## src/rtl/fetch_unit.sv

```systemverilog
// Instruction fetch stage: PC register, one-cycle-latency instruction register and saturating fetch counter.
// Optional halt-on-opcode behaviour is enabled by defining FETCH_HALT_EN.
module fetch_unit #(
  parameter logic [7:0] RESET_PC    = 8'd10,
  parameter logic [7:0] HALT_OPCODE = 8'b11100000
) (
  input  logic        clock,
  input  logic        reset,
  output logic [7:0]  endereco,
  input  logic [7:0]  instrucao,
  input  logic        stall,
  input  logic        branch_en,
  input  logic [7:0]  branch_target,
  output logic [7:0]  ir_out,
  output logic [7:0]  ir_pc,
  output logic        ir_valid,
  output logic        halted,
  output logic [15:0] fetch_count
);

  typedef enum logic [1:0] {BOOT, RUN, HALT} state_t;

  state_t      state_q, state_d;
  logic [7:0]  pc_q, pc_d;
  logic [7:0]  ir_q, ir_d;
  logic [7:0]  irpc_q, irpc_d;
  logic        valid_q, valid_d;
  logic [15:0] cnt_q, cnt_d;
  logic        halt_hit;

`ifdef FETCH_HALT_EN
  // The halt word is presented for one cycle before the state changes.
  assign halt_hit = valid_q && (ir_q == HALT_OPCODE);
  assign halted   = (state_q == HALT);
`else
  assign halt_hit = 1'b0 && (ir_q == HALT_OPCODE);
  assign halted   = 1'b0;
`endif

  always_ff @(posedge clock or posedge reset) begin
    if (reset) begin
      state_q <= BOOT;
      pc_q    <= RESET_PC;
      ir_q    <= '0;
      irpc_q  <= '0;
      valid_q <= 1'b0;
      cnt_q   <= '0;
    end else begin
      state_q <= state_d;
      pc_q    <= pc_d;
      ir_q    <= ir_d;
      irpc_q  <= irpc_d;
      valid_q <= valid_d;
      cnt_q   <= cnt_d;
    end
  end

  always_comb begin
    state_d = state_q;
    pc_d    = pc_q;
    ir_d    = ir_q;
    irpc_d  = irpc_q;
    valid_d = valid_q;
    cnt_d   = cnt_q;
    case (state_q)
      BOOT: begin
        state_d = RUN;
        valid_d = 1'b0;
      end
      RUN: begin
        if (halt_hit) begin
          state_d = HALT;
          valid_d = 1'b0;
        end else if (branch_en) begin
          pc_d    = branch_target;
          valid_d = 1'b0;
        end else if (!stall) begin
          ir_d    = instrucao;
          irpc_d  = pc_q;
          valid_d = 1'b1;
          pc_d    = pc_q + 8'd1;
          cnt_d   = (cnt_q == 16'hFFFF) ? cnt_q : cnt_q + 16'd1;
        end
      end
      HALT: begin
        valid_d = 1'b0;
      end
      default: begin
        state_d = BOOT;
        valid_d = 1'b0;
      end
    endcase
  end

  assign endereco    = pc_q;
  assign ir_out      = ir_q;
  assign ir_pc       = irpc_q;
  assign ir_valid    = valid_q;
  assign fetch_count = cnt_q;

endmodule
```

## config.mk

```make
export PLATFORM = sky130hd
export DESIGN_NAME = fetch_unit
export DESIGN_NICKNAME = d
export VERILOG_FILES = /design/src/rtl/fetch_unit.sv
export SDC_FILE = /design/constraint.sdc
export NUM_CORES = 1
export LEC_CHECK = 0
export ABC_AREA = 0
export CORE_MARGIN = 1.5
export CORE_UTILIZATION = 46
export DETAILED_ROUTE_END_ITERATION = 10
export PLACE_DENSITY = 0.85
export SYNTH_ARGS = -nofsm -noshare
export SYNTH_HDL_FRONTEND = slang
export SYNTH_SLANG_ARGS = --single-unit
```

## constraint.sdc

```tcl
create_clock -name clock -period 1.8 [get_ports clock]
set_input_delay 0.54 -clock clock [delete_from_list [all_inputs] [get_ports clock]]
set_output_delay 0.54 -clock clock [all_outputs]
set_load 0.05 [all_outputs]
```

After elaboration in Yosys (flattened, before gate mapping):

Cells that the tools add are included.

* add/sub/neg operators: 2
* equality and inequality tests: 5
* multiplexer cells: 6
* bitwise logic cells: 3
* reduce and logical (&&, ||, !) cells: 5

Operators by type and width (count)
* $add A16 B1 Y16 const B: 1
* $eq A16 B16 Y1 const B: 1
* $mux W8: 2
* $add A8 B1 Y8 const B: 1
* $pmux W2 S2: 1
* $reduce_and A4 Y1: 1
* $mux W1: 3
* $ne A3 B3 Y1 const B: 1
* $not A1 Y1: 3
* $reduce_and A3 Y1: 1
* $eq A2 B1 Y1 const B: 1
* $eq A2 B2 Y1 const B: 1
* $logic_not A2 Y1: 1
* $ne A2 B1 Y1 const B: 1
* $reduce_and A2 Y1: 1
* $reduce_or A2 Y1: 1

* bits in registers: 43
* input bits: 20
* logic and storage cells: 27

Longest topological paths before layout:

* depth after elaboration: 3
* mapped depth: 5
* gate-level depth less buffers: 5

Worst setup path after synthesis:

OpenSTA, ideal clock, no wires.

* path type: register to register
* start: register cnt_q[0], in the netlist fetch_count[0]
* end: register cnt_q[1], in the netlist fetch_count[1]
* arrival time: 1750 ps
* data required time: 1675 ps
* slack: -75 ps
* stages on the path, launching flop included: 6
* buffers on the path: 0
* clock period less this slack: 1875 ps
* cells stage by stage: dfrtp_1 ha_1 nand3_1 nor4_4 nor2b_2 mux2_4

* word-level cells in the longest chain between the ends: 3
* elaborated cells on any way between the ends: 4

RTL lines
* from (decl): line 28 `logic [15:0] cnt_q, cnt_d;`
* from (signal assigned): line 54 `cnt_q <= cnt_d;`
* parallel branches: the longest is 3 deep, another holds $add A16 B1 Y16

Several ways; the timed one is not identified.
A chain may end at the register's enable or synchronous reset.

Worst setup path after layout:

Ends and elaborated chain as after synthesis.

==> results_dict.tcl <==
set metrics [dict create \
    ant_nets 0 \
    min_from "ir_pc[1]" \
    gp_congestion 0.8550 \
    dieArea_mm2 0.004663 \
    path_cells "ha_2, nand3_1, nor4_4, nor2b_2, mux2_4" \
    num_rows 23 \
    top_layer "met4" \
    cp-startpoint "fetch_count[0]" \
    finalCritPeriodShare_pct 96.50 \
    report.final.slew_viol_count 0 \
    rsz0062_at_grt "no" \
    io_buffers 60 \
    first_pass_iters 4 \
    drt_drc_violations_left 0 \
    ys_types 39 \
    cts_tree "built" \
    area_growth_pct 58.20 \
    clkLatencyLatePin_ns 0.30 \
    avgViaCountPerCell 5.616 \
    place_ws_ns -0.4200 \
    nets 265 \
    required_ns 1.99 \
    clk_path_buf_depth 2 \
    report.final.hold_viol_count 0 \
    cts.htree.levels 2 \
    start_util_pct 48.32 \
    cts.sinks 42 \
    critPathMaxFanout 4 \
    routedWlPerCell_um 16.17 \
    ys_warn_count 0 \
    worst-path-buf-inv 0 \
    synth_area_mm2 0.001961 \
    final_core_util_pct 76.44 \
    cts_buffers 5 \
    wl_met1_mm 2.009 \
    powerDensity_mw_per_mm2 1184 \
    critPathLaunchType "register" \
    antenna_cells 0 \
    ys_seq_area_share_pct 53.73 \
    fmax_mhz 575.7 \
    grt_pass1_wl_mm 7.762 \
    finalWirelength_mm 4.753 \
    synth-seq-cells 42 \
    outcome "finished, final reports clean" \
    coreArea_mm2 0.004058 \
    wl_met3_um 243 \
    holdBufCountCts 0 \
    fp.dieH_um 68.29 \
    setup_slack_ns 0.06302 \
    drive_gt1_share_pct 43.03 \
    cp.arrival_ns 1.93 \
    synth_cells 168 \
    grtUsageTotal_pct 22.97 \
    grt_max_degree 43 \
    r2r-start "fetch_count[0]" \
    static-leakage-power_nw 1.400 \
    drt-initial-drc-count 131 \
    clkTransAtPathRegs_ns 0.08 \
    critPathCaptureType "register" \
    wl_met2_mm 2.412 \
    setup_viol 0 \
    hold_path.class "register to register" \
    die_w_um 68.29 \
    finClkSkew_ns 0.005739 \
    syn_avg_cell_area_um2 11.67 \
    min_period_ns 1.737 \
    grt_antenna_before_repair 0 \
    slowest_stage "dfrtp_2" \
    io_pins 62 \
    syn-num-nets 190 \
    nFillCells 236 \
    cts_root_buf "clkbuf_8" \
    crit_type "register to register" \
    grt_pass1_vias 1651 \
    cap_violations 0 \
    peakVddDrop_uv 895.5 \
    dp_hpwl_mm 3.298 \
    crit_family "simple AND/OR/NAND/NOR gates" \
    grt_overflow 0 \
    slowest_delay_ns 0.43 \
    vias 1651 \
]
## flip-flops by register name (all words and copies together) (netlist names)
name         cells
state_q          1
ir_valid         1
ir_pc            8
endereco         8
ir_out           8
fetch_count     16
## layer usage
layer / global-route usage (%) / vias to the layer above
li1: - / 762
met2: 37.38 / 59
met5: 0 / -
met1: 28.01 / 821
met3: 4.934 / 9
met4: 13.50 / 0
## where the power goes
| part | switching (W) | internal [W] | leakage [nW] |
|---|---|---|---|
| logic | 0.000920 | 0.000719 | 0.837 |
| registers | 0.000261 | 0.00114 | 0.515 |
| clock network | 0.000326 | 0.000309 | 0.0482 |
## synth_stat cells
master     instances  share of area (%)
a31oi_1            5                1.6
o211a_1            1               0.51
buf_2              2               0.51
nand4_1            5                1.6
nor2b_2            1               0.45
nand2_2            1               0.32
conb_1             2               0.38
a311oi_1           2               0.89
nor3b_2            1               0.64
mux2_2            16                9.2
nand4_2            1               0.64
and4_1             1               0.45
nor2_1             5               0.96
or4_1              1               0.38
nor3b_1            1               0.38
a21o_1             1               0.38
o2bb2ai_1          1               0.45
mux2_4             1               0.77
nor4_4             1                1.1
buf_4              2               0.77
inv_1              4               0.77
nand3_4            1               0.89
nor3_1             4                1.0
dfrtp_1           40                 51
o21ai_0           12                3.1
dfstp_2            2                2.7
a21oi_1            8                2.0
ha_1               2                1.3
nor4_1             6                1.9
mux2i_1            1               0.51
clkbuf_1           1               0.19
buf_1              1               0.19
o21ba_2            1               0.51
and3_1             4                1.3
nand3_1            7                1.8
nor4b_1            3                1.3
xnor2_1            1               0.45
nand2_1            7                1.3
xor2_1            12                5.4
## what timing repair did
item	4_1_cts	5_1_grt
setup buffers	1	2
endpoints found under the setup margin	12	4
pin swaps	3	1
resized for setup	13	2
endpoints found under the hold margin	0	0
## logic make-up after synthesis
family	share of synthesized area, %
multiplexers	10.47
buffers and inverters	2.424
AO/OA/AOI/OAI	9.445
adder cells (fa/ha/maj)	1.276
XOR/XNOR	5.807
flip-flops	53.73
AND/OR/NAND/NOR	16.47
other	0.3830
## layout by cell type (no fill, tap or decap), types with 3 or more instances in the layout
cell             count
nor4_2               5
nor2_1               4
nand3_1              7
a21oi_1              8
nand2_1              7
inv_1                4
a31oi_1              5
nand4_1              5
mux2_2              16
nor3_1               3
xor2_1              12
and3_1               4
buf_12              27
clkbuf_8             6
dfrtp_2              6
o21ai_0             12
dfrtp_1             34
buf_4               26
clkdlybuf4s50_1     17
## path summary, 6_finish.rpt
| path | endpoint | slack (ns) | cells past startpoint |
|---|---|---|---|
| max | fetch_count[1] | 0.06 | 5 |
| min reg2reg | ir_pc[1] | 0.51 | 1 |
| min in group asynchronous | fetch_count[6] | 0.59 | 3 |
| max reg2reg | fetch_count[1] | 0.06 | 5 |
| max in group asynchronous | endereco[1] | 0.94 | 3 |
| min | ir_pc[1] | 0.51 | 1 |
## worst reg2reg max path, stage by stage (launching register included)
cell and delay (ns):
dfrtp_2 0.43, ha_2 0.27, nand3_1 0.14, nor4_4 0.39, nor2b_2 0.10, mux2_4 0.30
## final cells by class
type                       instances  area (um2)  area share [%]
clock buffer                       7       86.33           2.783
timing repair buffer              74       945.9           30.50
clock inverter                     1       5.005          0.1614
inverter                           4       15.01          0.4841
sequential                        42        1061           34.21
tap                               50       62.56           2.017
multi-input combinational        116       925.9           29.85
## stage by stage
stage / instances / setup TNS [ns] / power, W / cell area, um2 / hold slack, ns
floorplan: 168 / 0 / 0.002244 / 1968 / 0.4984
global placement: 283 / -9.042 / 0.002999 / 2923 / 0.4904
detailed placement: 283 / -10.37 / 0.003037 / 2923 / 0.4967
CTS: 292 / 0 / 0.003676 / 3082 / 0.5141
global route: 294 / 0 / 0.003834 / 3102 / 0.5358
finish: 294 / 0 / 0.003671 / 3102 / 0.5100
Power figures use the tool's default switching activity.
